[src/rtl/oldland_fetch.sv]
// rtl/oldland_fetch.sv - oldland instruction fetch stage with stall hold register and branch redirect
module oldland_fetch #(
  parameter logic [31:0] RESET_VECTOR = 32'h00000000,
  parameter logic [31:0] NOP_INSN     = 32'h00000000
) (
  input  logic        clk,
  input  logic        rst,
  output logic [31:0] i_addr,
  input  logic [31:0] i_data,
  input  logic        stall,
  input  logic        branch_taken,
  input  logic [31:0] branch_pc,
  output logic [31:0] instr,
  output logic [31:0] pc,
  output logic [31:0] pc_plus_4,
  output logic        valid
);

  logic [31:0] addr_q, addr_d;
  logic        rsp_valid_q, rsp_valid_d;
  logic [31:0] rsp_pc_q, rsp_pc_d;
  logic        hold_valid_q, hold_valid_d;
  logic [31:0] hold_instr_q, hold_instr_d;
  logic        live;

  always_comb begin
    addr_d       = addr_q;
    rsp_valid_d  = rsp_valid_q;
    rsp_pc_d     = rsp_pc_q;
    hold_valid_d = hold_valid_q;
    hold_instr_d = hold_instr_q;
    if (branch_taken) begin
      addr_d       = {branch_pc[31:2], 2'b00};
      rsp_valid_d  = 1'b0;
      hold_valid_d = 1'b0;
    end else if (stall) begin
      // RAM re-reads addr_q during a stall, so the live word must be captured once.
      if (rsp_valid_q && !hold_valid_q) begin
        hold_instr_d = i_data;
        hold_valid_d = 1'b1;
      end
    end else begin
      rsp_pc_d     = addr_q;
      rsp_valid_d  = 1'b1;
      addr_d       = addr_q + 32'd4;
      hold_valid_d = 1'b0;
    end
  end

  always_ff @(posedge clk) begin
    if (rst) begin
      addr_q       <= RESET_VECTOR;
      rsp_valid_q  <= 1'b0;
      rsp_pc_q     <= RESET_VECTOR;
      hold_valid_q <= 1'b0;
      hold_instr_q <= NOP_INSN;
    end else begin
      addr_q       <= addr_d;
      rsp_valid_q  <= rsp_valid_d;
      rsp_pc_q     <= rsp_pc_d;
      hold_valid_q <= hold_valid_d;
      hold_instr_q <= hold_instr_d;
    end
  end

  assign live      = hold_valid_q | rsp_valid_q;
  assign valid     = live & ~branch_taken & ~rst;
  assign instr     = !valid ? NOP_INSN : (hold_valid_q ? hold_instr_q : i_data);
  assign pc        = rsp_pc_q;
  assign pc_plus_4 = rsp_pc_q + 32'd4;
  assign i_addr    = addr_q;

endmodule

[config.mk]
export PLATFORM = sky130hd
export DESIGN_NAME = oldland_fetch
export DESIGN_NICKNAME = d
export VERILOG_FILES = /design/src/rtl/oldland_fetch.sv
export SDC_FILE = /design/constraint.sdc
export NUM_CORES = 1
export LEC_CHECK = 0
export CORE_ASPECT_RATIO = 0.8
export CORE_MARGIN = 2
export CORE_UTILIZATION = 45
export CTS_CLUSTER_DIAMETER = 50
export CTS_CLUSTER_SIZE = 12
export DETAILED_ROUTE_END_ITERATION = 8
export DONT_BUFFER_PORTS = 1
export PLACE_DENSITY = 0.61
export SLEW_MARGIN = 20
export SYNTH_ARGS = -nofsm -noshare
export SYNTH_HDL_FRONTEND = slang
export SYNTH_SLANG_ARGS = --single-unit
[constraint.sdc]
create_clock -name clk -period 2.3 [get_ports clk]
set_input_delay 0.46 -clock clk [delete_from_list [all_inputs] [get_ports clk]]
set_output_delay 0.46 -clock clk [all_outputs]
set_load 0.02 [all_outputs]
After elaboration in Yosys (flattened, before gate mapping)
Index checks and enable logic that the tools add are counted.
{ "totals": {"in_bits": 68, "output_inout_bits": 129, "regBits": 98, "word_cells": 25} }
{ "classes": {"reduce_logical": 6, "eq_ne": 1, "bitwise": 6, "addsub": 2, "n_mux": 4} }
{ "ops": {"columns": ["operator", "count"], "rows": [
  ["two-way mux 32 bit", 4],
  ["adder 32 x 3 -> 32 bit, second input constant", 2],
  ["inverter 1 bit", 3],
  ["AND reduction 3 bit", 1],
  ["OR reduction 3 bit", 1],
  ["AND 1 bit", 2],
  ["!= test 2 x 1 -> 1 bit, second input constant", 1],
  ["AND reduction 2 bit", 1],
  ["OR reduction 2 bit", 1],
  ["logical AND 1 bit", 1],
  ["zero test 1 bit", 1],
  ["bitwise OR 1 bit", 1]
]} }

Depth between registers and ports, before layout
Gate-level depths: netlist of the first run.
{ "logic_depth": {"word_depth": 4, "ltp_mapped": 6, "depth_no_buf": 5} }

Least setup slack after synthesis of the first run
Ideal clock, no wire load.
{ "synth_timing": {"path_type": "flip-flop to output port", "from": "register rsp_pc_q[2], in the netlist pc[2]", "to": "output port pc_plus_4[24]", "required_time_ps": 1840, "path_stages_with_launch": 6, "path_slack_ps": -21, "path_buffers": 0, "arrival_time_ps": 1861, "cell_sequence": "dfxtp_1 -> ha_1 -> and3_1 -> nand4_1 -> nor4_1 -> xor2_1"} }
{ "synth_between": {"elab_chain_len": 1} }
{ "synth_lines": {"columns": ["item", "line", "text"], "rows": [
  ["from (decl)", "21", "logic [31:0] rsp_pc_q, rsp_pc_d;"],
  ["from (signal assigned)", "60", "rsp_pc_q <= rsp_pc_d;"],
  ["adder 32 x 3 -> 32 bit", "70", "assign pc_plus_4 = rsp_pc_q + 32'd4;"],
  ["to (decl)", "15", "output logic [31:0] pc_plus_4,"]
]} }
Every way passes these cells.

Worst setup path after layout of the first run
{ "layout_timing": {"from": "register rsp_pc_q[2], in the netlist pc[2]", "to": "output port pc_plus_4[26]"} }
Same word-level chain as after synthesis.

==> out/summary.md, run 1 <==
- Crit Path Max Fanout: 5
- TritonCTS clock tree: yes
- number of nets with antenna violations after routing: 0
- fraction of the yosys area taken by sequential cells: 0.371
- sequential group share of total power: 0.441
- unrepaired setup endpoints after global routing: true
- post-synthesis to final-layout area growth: 27.9%
- count of inserted antenna diode cells: 0
- number of register bits inferred by synthesis: 94
- remaining routing DRC violations: 0
- Synth Warn #: 0
- number of distinct library cell variants in the gate-level netlist after synthesis: 53
- Port Buf Inserts: 0
- FFs w/ async S/R, synth: 0
- number of CTS-inserted buffers: 9
- antenna violations before repair: 0
- power density of the placed cells: 611 nW/um^2
- vias after detailed routing: 5020
- detailed placer's ending HPWL: 10400 um
- capturing element type of the critical path: output pin
- clock period minus final worst setup slack: 2.36 ns
- number of synthesized flops with an enable pin: 0
- Highest Clock Rate: 424 MHz
- Congestion Overflow GR: 0
- Int Pwr: 0.00296 W
- end-of-flow core utilization: 0.594
- combinational group share of total power: 0.113
- share of total power consumed by net switching: 0.253
- post-route cell area: 6490 um^2
- number of filler cells placed in the layout: 978
- die outline area: 12100 um^2
- final clock period utilization by the worst path: 1.02
- share of the synthesized area in the top cell type: 0.371
- number of endpoints failing setup at the final stage: 6
- ratio of cells with drive above 1 in the final layout: 0.238
- most area-hungry cell type in the Yosys netlist: sky130_fd_sc_hd__dfxtp_1
- switching power of the nets: 0.00100 W
- Final Hold Fails: 0
- endpoint required time on the critical path: 1.84 ns
- syn_area_per_cell: 7.66 um^2
- row count: 34
- starting density of the core: 0.464
- number of pins exceeding their max-slew limit in the final report: 0
- top cells by area in the synthesized netlist: sky130_fd_sc_hd__dfxtp_1, sky130_fd_sc_hd__nand2_1, sky130_fd_sc_hd__a21oi_1, sky130_fd_sc_hd__mux2i_1, sky130_fd_sc_hd__nor2_1
- cell area after technology mapping: 5070 um^2
- register clock-pin slew on the reported worst setup and hold paths: 0.07 ns
- outcome: finished with violations
- top-level port count: 197
- total number of H-tree levels: 3
- clock latency at the later pin of the worst-skew pair: 0.34 ns
- number of search-and-repair iterations in the first detailed-routing pass: 4
- transition at the pin with the smallest max-transition slack: 0.551 ns
- Clock Skews: 0.00499 ns
- post-detailed-placement cell area: 5920 um^2
- number of nets at the end of the flow: 825
- first-pass GRT wire length: 23200 um
- die height: 99.0 um
- area of the core region: 10900 um^2
- worst vdd rail ir drop: 0.469 mV
- routability congestion estimate: 0.871
- Worst setup SP type: flop
- clock tree root driver cell: sky130_fd_sc_hd__clkbuf_16
- worst hold slack after final layout: 0.185 ns
- final worst-path setup slack: -0.0563 ns
- worst-case setup slack after placement: 0.00562 ns
- type of the tightest min-delay check: input pin to flop
- instance count of the mapped netlist: 662
- drt first-iter violations: 296
- number of global-route vias before repair: 4585
- wire per inst: 16.2 um
- pin count of the biggest net entering global routing: 98
- number of buffers added to fix hold violations after cts: 0
- WS Path Type: flop to output pin
- number of maximum-capacitance violations: 0
- worst path arrival time: 1.90 ns
- violated checks: setup timing
- mean number of vias per cell: 5.55
- CTS sink count: 94
- maximum number of buffers from clock root to sink: 2
- overall routing resource usage: 0.237
- Main synth FF type: sky130_fd_sc_hd__dfxtp_1
- routed wire length: 14700 um
- clock power share: 0.446
- headroom to the max-slew limit: 0.630
- Static Leak: 2.52 nW
- die width: 123 um
## cell type report
cell class	instances	area, um^2	share of cell area
multi-input combinational	508	3040	0.469
sequential	94	1890	0.291
timing repair buffer	127	962	0.148
clock buffer	10	239	0.0368
tap	144	180	0.0278
clock inverter	6	118	0.0181
inverter	15	56.3	0.00868
## logic make-up (layout without fill, tap and decap cells)
logic type               Yosys count  after routing  share of synthesized area
AO/OA/AOI/OAI                    116            116                      0.140
XOR/XNOR                          38             38                     0.0656
adder cells (fa/ha/maj)            2              2                    0.00493
buffers and inverters             65            158                     0.0631
flip-flops                        94             94                      0.371
multiplexers                      33             33                     0.0651
other                              1              6                   0.000739
AND/OR/NAND/NOR                  313            313                      0.289
## power by group through the flow
stage / registers, W / clock network (W) / logic (W)
6_report: 0.00175 / 0.00177 / 0.000449
5_1_grt: 0.00175 / 0.00188 / 0.000488
4_1_cts: 0.00174 / 0.00180 / 0.000448
3_5_place_dp: 0.00178 / 0 / 0.000444
3_3_place_gp: 0.00178 / 0 / 0.000438
2_1_floorplan: 0.00185 / 0 / 0.000257
## cells in the mapped netlist (3+ instances only)
library cell                  n
sky130_fd_sc_hd__dfxtp_1     94
sky130_fd_sc_hd__nand2_1    151
sky130_fd_sc_hd__a211oi_1    10
sky130_fd_sc_hd__and3_1       3
sky130_fd_sc_hd__nor3_1      12
sky130_fd_sc_hd__o211ai_1     5
sky130_fd_sc_hd__and2_1       3
sky130_fd_sc_hd__or3_1        4
sky130_fd_sc_hd__mux2i_1     33
sky130_fd_sc_hd__buf_4        6
sky130_fd_sc_hd__xnor2_1     21
sky130_fd_sc_hd__nor2_1      64
sky130_fd_sc_hd__and4_1      10
sky130_fd_sc_hd__nor4_1       7
sky130_fd_sc_hd__nand4_1     18
sky130_fd_sc_hd__inv_1       14
sky130_fd_sc_hd__o31ai_1      5
sky130_fd_sc_hd__xor2_1      17
sky130_fd_sc_hd__a2111oi_0    3
sky130_fd_sc_hd__or4_1        7
sky130_fd_sc_hd__clkbuf_1    36
sky130_fd_sc_hd__clkbuf_8     4
sky130_fd_sc_hd__or2_2        4
sky130_fd_sc_hd__o21ai_0      4
sky130_fd_sc_hd__a311oi_1    10
sky130_fd_sc_hd__a21oi_1     69
sky130_fd_sc_hd__nand3_1     13
## repair_timing
item,in CTS,in global routing
gates resized for setup,17,17
buffers inserted,4,3
cloned,1,0
pin swaps,4,5
endpoints found under the setup margin,18,14
## through the flow
stage	power (W)	cells	TNS, ns
floorplan	0.00211	667	0
global placement	0.00222	880	0
detailed placement	0.00223	880	0
CTS	0.00399	901	-0.263
global route	0.00412	904	-1.07
finish	0.00396	904	-0.189
## registers in the layout (all words and copies together) (netlist names)
name	flops
pc	30
hold_valid_q	1
hold_instr_q	32
i_addr	30
rsp_valid_q	1
## per-layer routing
metal | vias to the layer above | track usage | wire length [um]
li1 | 2485 | - | -
met1 | 2288 | 0.301 | 6210
met2 | 225 | 0.385 | 6810
met3 | 22 | 0.0770 | 1460
met4 | 0 | 0.0654 | 208
met5 | - | 0 | 0
## critical path: stages, from the launching register on
cell and delay (ns):
sky130_fd_sc_hd__dfxtp_4 0.42, sky130_fd_sc_hd__ha_4 0.15, sky130_fd_sc_hd__and3_4 0.18, sky130_fd_sc_hd__nand4_1 0.14
sky130_fd_sc_hd__buf_6 0.20, sky130_fd_sc_hd__nor3_4 0.12, sky130_fd_sc_hd__xor2_1 0.18, sky130_fd_sc_hd__buf_4 0.17
## layout by cell type (no fill, tap or decap), types with 6 or more instances in the layout
master and count:
sky130_fd_sc_hd__a211oi_1 10, sky130_fd_sc_hd__nand4_1 18, sky130_fd_sc_hd__buf_4 123, sky130_fd_sc_hd__and4_1 8
sky130_fd_sc_hd__xnor2_1 17, sky130_fd_sc_hd__nand3_1 13, sky130_fd_sc_hd__nand2_1 151, sky130_fd_sc_hd__clkbuf_16 9
sky130_fd_sc_hd__conb_1 6, sky130_fd_sc_hd__a311oi_1 10, sky130_fd_sc_hd__a21oi_1 69, sky130_fd_sc_hd__xor2_1 17
sky130_fd_sc_hd__mux2i_1 33, sky130_fd_sc_hd__nor2_1 63, sky130_fd_sc_hd__dfxtp_1 88, sky130_fd_sc_hd__nor3_1 6
sky130_fd_sc_hd__inv_1 14, sky130_fd_sc_hd__or4_1 7
## final timing paths
check                                              startpoint                             to  slack, ns  cells past startpoint
worst max register to register         i_addr[7]$_SDFFE_PP0P_        i_addr[29]$_SDFFE_PP0P_       0.16                      4
worst min-delay path                                      rst  hold_instr_q[28]$_SDFFE_PP0P_       0.19                      1
worst max-delay path                       pc[2]$_SDFFE_PP0P_                  pc_plus_4[26]      -0.06                      7
worst min register to register  hold_instr_q[13]$_SDFFE_PP0P_  hold_instr_q[13]$_SDFFE_PP0P_       0.45                      2
(Power assumes the default switching activity.)
==> inputs of run 2 (changes only) <==
Settings changed: CORE_UTILIZATION 45 to 44, DONT_BUFFER_PORTS 1 to not set, HOLD_SLACK_MARGIN set to 0.02, PLACE_DENSITY 0.61 to 0.82.
==> run 2 against run 1 <==
  * Global-route usage grew 2.5 points
  * Register-to-register slack is essentially flat
  * Clock power down 9%
  * Highest routed layer unchanged
  * Largest power group is now sequential cells
  * Die area rose by 2.2%
  * Via count increased by 12%
  * The flow still finishes with violations (setup timing)
  * Total power increased by 2.4%
==> out/summary.md, run 2 (synthesis gave the netlist of run 1 again) <==
- final sum of negative setup slack: -0.696 ns
- violated checks: setup timing
- detailed placer's ending HPWL: 11800 um
- clock latency at the later pin of the worst-skew pair: 0.34 ns
- starting density of the core: 0.445
- transition at the pin with the smallest max-transition slack: 0.965 ns
- slowest library cell on the worst path: sky130_fd_sc_hd__dfxtp_2
- category of cells accounting for the largest share of critical-path delay: simple AND/OR/NAND/NOR gates
- max FFs per register: 32
- drt first-iter violations: 284
- Critical path buffers and inverters: 3
- largest incremental delay on the critical path: 0.36 ns
- routability congestion estimate: 0.847
- pin count of the biggest net entering global routing: 97
- mean number of vias per cell: 5.40
- cell chain of the critical path: and4_4 > nand4_1 > buf_6 > buf_6 > nor3_4 > xor2_1 > buf_4
- Crit Path Max Fanout: 5
- area of the core region: 11400 um^2
- final worst-path setup slack: -0.155 ns
- most frequent cells in the layout: sky130_fd_sc_hd__nand2_1, sky130_fd_sc_hd__clkdlybuf4s50_1, sky130_fd_sc_hd__dfxtp_1
- capturing element type of the critical path: output pin
- worst path arrival time: 1.99 ns
- Clock Skews: 0.00781 ns
- total number of H-tree levels: 3
- worst hold slack after final layout: 0.398 ns
- CTS sink count: 94
- Top reg by flops: hold_instr_q
- WS Path Type: flop to output pin
- number of endpoints failing setup at the final stage: 9
- endpoint required time on the critical path: 1.84 ns
- vias after detailed routing: 5647
- type of the tightest min-delay check: input pin to flop
- number of search-and-repair iterations in the first detailed-routing pass: 5
- clock tree root driver cell: sky130_fd_sc_hd__clkbuf_16
- number of nets at the end of the flow: 963
- number of maximum-capacitance violations: 0
- end-of-flow core utilization: 0.687
- clock period minus final worst setup slack: 2.45 ns
- most frequent standard cell in the layout excluding fill and tap cells: sky130_fd_sc_hd__nand2_1
- maximum number of buffers from clock root to sink: 2
- ratio of cells with drive above 1 in the final layout: 0.196
- number of nets with antenna violations after routing: 0
- number of pins exceeding their max-slew limit in the final report: 0
- antenna violations before repair: 0
- post-synthesis to final-layout area growth: 54.2%
- register clock-pin slew on the reported worst setup and hold paths: 0.07 ns
- setup slack on the worst flop-to-flop path: 0.15 ns
- cell seen most often among critical-path stages: sky130_fd_sc_hd__buf_6
- Congestion Overflow GR: 0
- final clock period utilization by the worst path: 1.07
- Worst setup SP type: flop
- number of global-route vias before repair: 5420
- die outline area: 12400 um^2
- routed wire length: 16500 um
- Port Buf Inserts: 188
- Static Leak: 3.07 nW
- unrepaired setup endpoints after global routing: true
- headroom to the max-slew limit: 0.356
- top-level port count: 197
- die height: 100 um
- count of inserted antenna diode cells: 0
- overall routing resource usage: 0.262
- row count: 35
- wire per inst: 15.8 um
- number of buffers added to fix hold violations after cts: 0
- total power: 0.00406 W
- die width: 124 um
- remaining routing DRC violations: 0
- first-pass GRT wire length: 25900 um
- power density of the placed cells: 519 nW/um^2
- Highest Clock Rate: 407 MHz
- outcome: finished with violations
- Final Hold Fails: 0
- worst vdd rail ir drop: 0.518 mV
- number of CTS-inserted buffers: 9
- TritonCTS clock tree: yes
run 2: changes by cell type in the layout (fill, tap and decap cells not counted), moves of 14 or more:
cell / previous run / this run
sky130_fd_sc_hd__buf_4: 123 / 85
sky130_fd_sc_hd__clkbuf_2: 0 / 25
sky130_fd_sc_hd__clkdlybuf4s50_1: 0 / 126
sky130_fd_sc_hd__dlygate4sd2_1: 0 / 14
run 2: metrics by stage:
stage                     setup slack (ns)  cells  cell area (um^2)
final                               -0.155   1045              7820
after global routing                -0.217   1045              7820
after CTS                           -0.144   1043              7850
after detailed placement            -0.302   1022              7480
after global placement              -0.265   1022              7480
after floorplan                    0.00999    667              5100
run 2: final cells by class:
type	instances	area, um^2
Sequential cell	94	1890
Clock buffer	9	225
Tap cell	148	185
Fill cell	906	3560
Timing Repair Buffer	265	2340
Multi-Input combinational cell	508	3030
Inverter	15	56.3
Clock inverter	6	96.3
run 2: worst paths after layout:
path	start	cells after the start	end
min	rst	3	rsp_valid_q$_SDFFE_PP0N_
max reg2reg	i_addr[6]$_SDFFE_PP0P_	4	i_addr[27]$_SDFFE_PP0P_
min reg2reg	hold_instr_q[4]$_SDFFE_PP0P_	2	hold_instr_q[4]$_SDFFE_PP0P_
max	pc[3]$_SDFFE_PP0P_	7	pc_plus_4[31]
run 2: power breakdown:
| part | switching (W) | internal, W |
|---|---|---|
| logic | 0.000351 | 0.000332 |
| registers | 0.0000725 | 0.00169 |
| clock network | 0.000656 | 0.000958 |
| total | 0.00108 | 0.00298 |
run 2: worst reg2reg max path, stage by stage, from the launching register on:
cell	delay, ns
sky130_fd_sc_hd__dfxtp_1	0.48
sky130_fd_sc_hd__and4_1	0.36
sky130_fd_sc_hd__nand4_1	0.35
sky130_fd_sc_hd__or4_1	0.61
sky130_fd_sc_hd__a311oi_1	0.25
run 2: timing repair:
action                     CTS  global route
buffers inserted             6             2
hold endpoints to repair     0             0
gates cloned                 0             0
setup endpoints to repair   59            50
resized for setup          155            73
pin swaps                    8            15
run 2: metal layers:
| metal | GRT usage | wire [um] | vias up |
|---|---|---|---|
| li1 | - | - | 2760 |
| met1 | 0.309 | 6750 | 2619 |
| met2 | 0.458 | 8060 | 241 |
| met3 | 0.0784 | 1430 | 27 |
| met4 | 0.0752 | 283 | 0 |
| met5 | 0 | 0 | - |
